$ cat config.mk
export PLATFORM = sky130hd
export DESIGN_NAME = channel_rr_arbiter
export DESIGN_NICKNAME = d
export VERILOG_FILES = /design/src/rtl/helios_arb_pkg.sv /design/src/rtl/rr_priority_encoder.sv /design/src/rtl/channel_rr_arbiter.sv
export SDC_FILE = /design/constraint.sdc
export NUM_CORES = 1
export LEC_CHECK = 0
export BUFFER_PORTS_ARGS = -buffer_cell sky130_fd_sc_hd__buf_2
export CORE_ASPECT_RATIO = 0.5
export CORE_UTILIZATION = 30
export DETAILED_ROUTE_END_ITERATION = 12
export GPL_ROUTABILITY_DRIVEN = 0
export GPL_TIMING_DRIVEN = 0
export PLACE_DENSITY = 0.65
export SKIP_LAST_GASP = 1
export SLEW_MARGIN = 30
export SYNTH_ARGS = -nofsm -noshare
export SYNTH_HDL_FRONTEND = slang
export SYNTH_HIERARCHICAL = 1
export SYNTH_SLANG_ARGS = --single-unit
$ cat constraint.sdc
create_clock -name clk -period 2.5 [get_ports clk]
set_input_delay 0.125 -clock clk [delete_from_list [all_inputs] [get_ports clk]]
set_output_delay 0.125 -clock clk [all_outputs]
set_load 0.005 [all_outputs]
$ cat src/rtl/helios_arb_pkg.sv
// helios_arb_pkg: shared arbitration helpers
package helios_arb_pkg;
  function automatic int first_set(input logic [31:0] v);
    first_set = 0;
    for (int i = 31; i >= 0; i--) if (v[i]) first_set = i;
  endfunction
endpackage

$ cat src/rtl/rr_priority_encoder.sv
// rr_priority_encoder: round-robin pick of the first set request at or after ptr
module rr_priority_encoder
  import helios_arb_pkg::*;
#(
  parameter int N = 4,
  localparam int PW = $clog2(N)
) (
  input  logic [N-1:0]  req,
  input  logic [PW-1:0] ptr,
  output logic [N-1:0]  gnt_onehot,
  output logic [PW-1:0] gnt_idx,
  output logic          any
);
  localparam logic [2*N-1:0] ONE = 1;
  logic [2*N-1:0] dbl, masked, lsb;
  // upper copy of req supplies the wrapped-around candidates below ptr
  assign dbl = {req, req};
  assign masked = dbl & ~((ONE << ptr) - ONE);
  assign lsb = masked & (~masked + ONE);
  assign gnt_onehot = lsb[N-1:0] | lsb[2*N-1:N];
  assign gnt_idx = PW'(first_set(32'(gnt_onehot)));
  assign any = |req;
endmodule

$ cat src/rtl/channel_rr_arbiter.sv
// channel_rr_arbiter: round-robin share of one blocking channel among NUM_REQ requesters
module channel_rr_arbiter
  import helios_arb_pkg::*;
#(
  parameter int WIDTH = 8,
  parameter int NUM_REQ = 4,
  localparam int PTR_W = $clog2(NUM_REQ)
) (
  input  logic                     clk,
  input  logic                     reset,
  input  logic                     initialize,
  input  logic [NUM_REQ*WIDTH-1:0] req_data,
  input  logic [NUM_REQ-1:0]       req_valid,
  output logic [NUM_REQ-1:0]       req_is_taken,
  output logic [WIDTH-1:0]         out_data,
  output logic                     out_valid,
  input  logic                     out_is_full,
  output logic [PTR_W-1:0]         last_grant,
  output logic                     idle
);
  logic [PTR_W-1:0] rr_ptr, gnt_idx;
  logic [NUM_REQ-1:0] gnt_onehot;
  logic any, load_en, grant, clr;
  rr_priority_encoder #(.N(NUM_REQ)) u_enc (
    .req(req_valid),
    .ptr(rr_ptr),
    .gnt_onehot(gnt_onehot),
    .gnt_idx(gnt_idx),
    .any(any)
  );
  assign clr = reset || initialize;
  assign load_en = !out_valid || !out_is_full;
  assign grant = load_en && any && !clr;
  assign req_is_taken = grant ? gnt_onehot : '0;
  assign idle = !out_valid && !(|req_valid);
  always_ff @(posedge clk) begin
    if (clr) begin
      out_valid <= 1'b0;
      out_data <= '0;
      rr_ptr <= '0;
      last_grant <= '0;
    end else if (grant) begin
      out_data <= req_data[int'(gnt_idx)*WIDTH +: WIDTH];
      out_valid <= 1'b1;
      last_grant <= gnt_idx;
      rr_ptr <= (gnt_idx == PTR_W'(NUM_REQ - 1)) ? '0 : gnt_idx + PTR_W'(1);
    end else if (!out_is_full) begin
      out_valid <= 1'b0;
    end
  end
endmodule

==> results of run 1 <==
-- worst paths after layout --
path / start / to / depth (start not counted)
hold / removal: reset / out_valid$_SDFFE_PP0P_ / 2
hold reg to reg: out_data[0]$_SDFFE_PP0P_ / out_data[0]$_SDFFE_PP0P_ / 1
setup reg to reg: rr_ptr[0]$_SDFFE_PP0P_ / out_data[5]$_SDFFE_PP0P_ / 7
setup / recovery: rr_ptr[0]$_SDFFE_PP0P_ / out_data[5]$_SDFFE_PP0P_ / 7
-- cells in the mapped netlist, drive strengths merged (2+ instances only) --
library cell  instances  area share
and2                  4       0.029
a21oi                 4       0.028
mux4                  8        0.21
nor2                  4       0.018
nor2b                 2       0.015
or4                   2       0.018
dfxtp                13        0.30
clkbuf                2       0.010
and3                  3       0.022
inv                   2      0.0088
buf                   3       0.025
a22o                 11        0.11
ha                    2       0.029
nand2                 3       0.013
-- cell usage in the layout (no fill, tap or decap), drive strengths merged --
cell / instances
a21oi: 4
and2: 4
or2: 1
a22o: 11
or2b: 1
nor3: 1
a41o: 1
mux2i: 1
inv: 2
nand2: 3
nor2b: 2
or4: 2
a21boi: 1
and3: 3
o21ai: 1
nand2b: 1
nor3b: 1
ha: 2
o211ai: 1
nor2: 4
nor4bb: 1
a21bo: 1
o311ai: 1
dfxtp: 13
clkinv: 1
clkbuf: 5
mux4: 8
a2111oi: 1
buf: 62
-- layout make-up --
type | count | area (um^2) | area share
flip-flops and latches | 13 | 268 | 0.207
inverters | 2 | 7.51 | 0.00581
repair buffers | 59 | 305 | 0.236
multi-input cells | 57 | 587 | 0.454
plain buffers | 5 | 31.3 | 0.0242
clock buffers | 3 | 41.3 | 0.0320
clock inverters | 1 | 5.00 | 0.00388
well taps | 37 | 46.3 | 0.0359
-- flip-flops by register name (all words and copies together) (netlist names) --
register and count:
out_data 8, last_grant 2, rr_ptr 2, out_valid 1
-- critical path, stage by stage (launching register included) --
cell and delay, ns:
dfxtp_4 0.36, or2b_4 0.27, ha_4 0.28, inv_1 0.07, a2111oi_4 0.39, buf_4 0.24
mux4_2 0.50, a22o_1 0.18
-- power groups by stage --
stage | Combinational, mW | Clock (mW) | Sequential (mW)
6_report | 0.264 | 0.185 | 0.239
5_1_grt | 0.293 | 0.198 | 0.241
4_1_cts | 0.264 | 0.190 | 0.239
3_5_place_dp | 0.239 | 0 | 0.244
3_3_place_gp | 0.236 | 0 | 0.243
2_1_floorplan | 0.164 | 0 | 0.243
-- what timing repair did --
item                                    4_1_cts  5_1_grt
pin swaps                                     1        2
endpoints found under the setup margin        8        8
setup buffers                                 2        1
cloned                                        1        0
gates resized for setup                       9        0
-- routing by layer --
layer / vias to the layer above / part of all wire
li1: 431 / -
met1: 404 / 0.47
met2: 21 / 0.48
met3: 0 / 0.041
met4: 0 / 0
met5: - / 0
-- cells by family after synthesis --
group / count (synthesis) / share of synthesized area
and+or+nand+nor: 24 / 0.174
buffers and inverters: 7 / 0.0439
AOI/OAI and AO/OA: 22 / 0.225
DFF: 13 / 0.305
adders and majority gates: 2 / 0.0293
muxes: 9 / 0.223
-- metrics by stage --
step,setup WS (ns),util
after CTS,0.0187,0.484
after global routing,0.00845,0.487
after global placement,-0.221,0.448
after floorplan,0.0326,-
after detailed placement,-0.260,0.448
final,0.0973,0.487
==> flow_summary.toml, run 1 <==
[status]
outcome = "complete, no violations"

[synthesis]
synthesis.area_um2 = 855
synth_seq_cells = 13
synthCells = 77
async_reset_ff_frac = 0
synth_flop_cell = "dfxtp_1"
synth_fp_nets = 119
yosysSeqAreaShare = 0.305
avgSynthCellArea_um2 = 11.1
synth_warnings = 6
yosys.cell_types.count = 32
synth_edf_count = 0

[power_and_ir_drop]
sw_frac_of_total = 0.286
p_int_uw = 492
clkPwrFrac = 0.269
p_comb_frac = 0.384
p_total_uw = 688
power_frac_seq = 0.347
power_switching_uw = 197
power_density_nw_per_um2 = 533
ir_drop_v = 0.000196
p_leak_nw = 0.632

[final_layout]
fin_nets = 183
layoutNonFillerInstCount = 177
drive_above_1_share = 0.629
final_area_um2 = 1290
antenna_cells = 0
fillCellCount = 265
area_growth_pct = 51.1

[sta]
hold_viol_final = 0
setup_viol = 0
setup-tns-final_ns = 0
max_freq_ghz = 0.416
min_period_ns = 2.40
hold_ws_ns = 0.0545
rsz0062_at_grt = "false"
drv_slew = 0
finClkSkew_ns = 0.00387
worstMarginPinSlew_ns = 0.376
slew_headroom = 0.750
timing.final.crit_share = 0.961

[clocking]
clk_pin_slew_ns = 0.06
clock_latency_ns = 0.24
clk_path_buf_depth = 2
cts_made_buffers = 3
htree_levels = 1
cts_tree = "built"
ctsHoldBuffers = 0
cts.sinks = 13
clock-root-buffer = "clkbuf_8"

[routing]
avgViaCountPerCell = 4.84
drt-total-wl_um = 2150
drtIter0Drc = 13
final_antenna_net_count = 0
wl_per_cell_um = 12.2
routed-via-count = 856
drt-pass1-iter-count = 4
drc_errors = 0

[floorplanning]
core-area_um2 = 2650
rows = 13
io_pins = 56
fp.dieW_um = 77.5
die_area_um2 = 3080
initial_utilization = 0.322
die_h_um = 39.7

[worst_setup_path]
critical_path_required_ns = 2.64
critPathKind = "reg -> reg"
crit_fanout = 5
crit_path_end_kind = "flop"
startpoint_type = "flop"
cp.arrival_ns = 2.54
reg2reg_slack_ns = 0.1

[grt]
grt.met1_usage = 0.182
grt_overflow = 0
busiest_layer = "met2"
grtUsageMet2 = 0.254
grt_pass1_vias = 768
grt_pass1_wl_um = 3390
grt_max_degree = 11
met3_usage = 0.0256
antenna_found_initial = 0
grtUsageTotal = 0.144

[place]
dp_cells = 169
dpl.hpwl_um = 1590
placed_area_um2 = 1190
numPortBuffers = 55

[worst_hold_path]
hp-class = "in -> reg"

[run]
cap_violations = 0
Note: power is estimated with default switching activity, not from simulation.
==> inputs of run 2 (changes only) <==
--- a/config.mk
+++ b/config.mk
@@ -5,16 +5,17 @@
 export SDC_FILE = /design/constraint.sdc
 export NUM_CORES = 1
 export LEC_CHECK = 0
+export ABC_CLOCK_PERIOD_IN_PS = 2500
 export BUFFER_PORTS_ARGS = -buffer_cell sky130_fd_sc_hd__buf_2
 export CORE_ASPECT_RATIO = 0.5
 export CORE_UTILIZATION = 30
 export DETAILED_ROUTE_END_ITERATION = 12
 export GPL_ROUTABILITY_DRIVEN = 0
 export GPL_TIMING_DRIVEN = 0
-export PLACE_DENSITY = 0.65
+export MAX_ROUTING_LAYER = met4
+export PLACE_DENSITY = 0.66
 export SKIP_LAST_GASP = 1
 export SLEW_MARGIN = 30
 export SYNTH_ARGS = -nofsm -noshare
 export SYNTH_HDL_FRONTEND = slang
-export SYNTH_HIERARCHICAL = 1
 export SYNTH_SLANG_ARGS = --single-unit
==> flow_summary.toml, run 2 <==
[sta]
finClkSkew_ns = 0.00573
slew_headroom = 0.673
worstMarginPinSlew_ns = 0.488
setup_viol = 0
min_period_ns = 2.32
setup-tns-final_ns = 0
max_freq_ghz = 0.430
timing.final.crit_share = 0.930
drv_slew = 0
hold_viol_final = 0

[final_layout]
antenna_cells = 0
layoutNonFillerInstCount = 190
drive_above_1_share = 0.439
area_growth_pct = 45.2
fin_nets = 197
top_register = "out_data"
final_util = 0.495
final_common_cell = "buf_2"
largestRegisters = "out_data x8, last_grant x2, rr_ptr x2"
largest_register_ffs = 8
final_cell_mix = "56 x buf_2, 13 x dfxtp_1, 11 x inv_1"

[routing]
drt-total-wl_um = 2220
wl_per_cell_um = 11.7
drc_errors = 0
routed-via-count = 925
drtIter0Drc = 28
avgViaCountPerCell = 4.87
drt-pass1-iter-count = 4
final_antenna_net_count = 0

[power_and_ir_drop]
ir_drop_v = 0.000245
power_switching_uw = 151
power_frac_seq = 0.419
power_density_nw_per_um2 = 470
p_leak_nw = 0.594
p_int_uw = 403
clkPwrFrac = 0.328
p_total_uw = 555
sw_frac_of_total = 0.273
p_comb_frac = 0.252

[clocking]
clk_path_buf_depth = 2
cts_made_buffers = 3
clock-root-buffer = "clkbuf_8"
post_cts_buffers = 0
clock_latency_ns = 0.24
cts-resized-gates = 0
clk_pin_slew_ns = 0.06
cts.sinks = 13
ctsHoldBuffers = 0
htree_levels = 1
cts_tree = "built"

[worst_setup_path]
r2r_start = "rr_ptr[0]$_SDFFE_PP0P_"
max_stage_delay_ns = 0.37
path_cells = "or2_2, ha_1, o21ai_1, o2111ai_1, or2_0, buf_2, inv_1, buf_2"
critPathLaunch = "rr_ptr[0]$_SDFFE_PP0P_"
critPathKind = "reg -> out"
startpoint_type = "flop"
crit_fanout = 9
cp.arrival_ns = 2.20
critical_path_required_ns = 2.38
crit_slowest_cell = "dfxtp_1"
crit_top_cell = "buf_2"
crit_path_end_kind = "output pin"

[synthesis]
synth_warnings = 0
synth_seq_cells = 13
synthesis.area_um2 = 813
synth_top_area_frac = 0.320
yosysSeqAreaShare = 0.320
async_reset_ff_frac = 0
synthMostInstantiatedCell = "dfxtp_1"
synth_flop_cell = "dfxtp_1"
synthCells = 96
synth_fp_nets = 137
yosys-top-cells-area = "dfxtp_1 32%, mux2i_1 9.8%, o221ai_1 8.6%, a22oi_1 7.4%, inv_1 5.1%"
yosysTopAreaCell = "dfxtp_1"
yosys.cell_types.count = 28
synth_edf_count = 0
yosys-top-cells-count = "13 x dfxtp_1, 11 x inv_1, 8 x a22oi_1, 8 x mux2i_1, 8 x o221ai_1"
avgSynthCellArea_um2 = 8.47

[floorplanning]
core-area_um2 = 2390
die_area_um2 = 2940
rows = 12
die_h_um = 38.8
io_pins = 56
initial_utilization = 0.341
fp.dieW_um = 75.6

[place]
dpl.hpwl_um = 1760
numPortBuffers = 55
dp_cells = 186

[grt]
antenna_found_initial = 0
grt_max_degree = 11
grt_pass1_vias = 770
grtUsageTotal = 0.160
grt_pass1_wl_um = 3310
grt_overflow = 0

[worst_hold_path]
min_from = "req_data[27]"
hp-class = "in -> reg"

[status]
outcome = "complete, no violations"

[run]
cap_violations = 0
[run 2: cell count changes in the layout (fill, tap and decap cells not counted), sizes merged, moves of 3 or more]
cell / previous run / this run
and2: 4 / 1
nand3: 0 / 3
o221ai: 0 / 8
a22o: 11 / 0
o21ai: 1 / 4
a22oi: 0 / 8
mux2i: 1 / 8
and3: 3 / 0
mux4: 8 / 0
buf: 62 / 57
inv: 2 / 11
nand2b: 1 / 4
[run 2: per-stage QoR]
stage | setup slack (ns) | cell area [um^2] | hold slack, ns
5_1_grt | -0.0108 | 1180 | 0.116
3_3_place_gp | 0.283 | 1130 | 0.369
2_1_floorplan | 0.522 | 813 | 0.277
3_5_place_dp | 0.289 | 1130 | 0.373
4_1_cts | 0.0919 | 1180 | 0.114
6_report | 0.176 | 1180 | 0.118
[run 2: critical path, delay by kind of cell, from the launching register on]
kind                     cells  cell delay [ns]
AND/OR/NAND/NOR              2             0.57
flip-flops                   1             0.37
adder cells (fa/ha/maj)      1             0.33
buffers and inverters        3             0.34
AO/OA/AOI/OAI                2             0.34
[run 2: power by group through the flow]
stage | combinational, mW | sequential [mW] | clock, mW
after floorplan | 0.0755 | 0.237 | 0
after global placement | 0.138 | 0.236 | 0
after detailed placement | 0.140 | 0.236 | 0
after CTS | 0.140 | 0.233 | 0.186
after global routing | 0.155 | 0.235 | 0.199
final | 0.140 | 0.233 | 0.182
[run 2: area by class of cell]
cell class                      instances  area (um^2)
Fill cell                             262         1210
Multi-Input combinational cell         70          502
Timing Repair Buffer                   55          275
Sequential cell                        13          260
Tap cell                               35         43.8
Clock buffer                            3         41.3
Inverter                               11         41.3
Buffer                                  2         12.5
Clock inverter                          1         5.00
[run 2: kinds of logic after synthesis]
group           count (synthesis)  synth area share
mux                             8            0.0985
flops                          13             0.320
buf+inv                        13            0.0631
compound gates                 33             0.291
simple gates                   28             0.212
fa+ha+maj                       1            0.0154
[run 2: final timing paths]
path / to / slack [ns] / cells after the start
setup / recovery: req_is_taken[2] / 0.18 / 8
hold / removal: out_data[3]$_SDFFE_PP0P_ / 0.12 / 3
setup reg to reg: out_data[7]$_SDFFE_PP0P_ / 0.36 / 8
hold reg to reg: last_grant[1]$_SDFFE_PP0P_ / 0.47 / 2
[run 2: layer usage]
layer / vias up / wire (um) / GRT usage
met5: - / 0 / -
met4: 0 / 12 / 0.0278
met3: 2 / 115 / 0.0469
met2: 23 / 1060 / 0.281
met1: 426 / 1030 / 0.187
li1: 474 / - / -
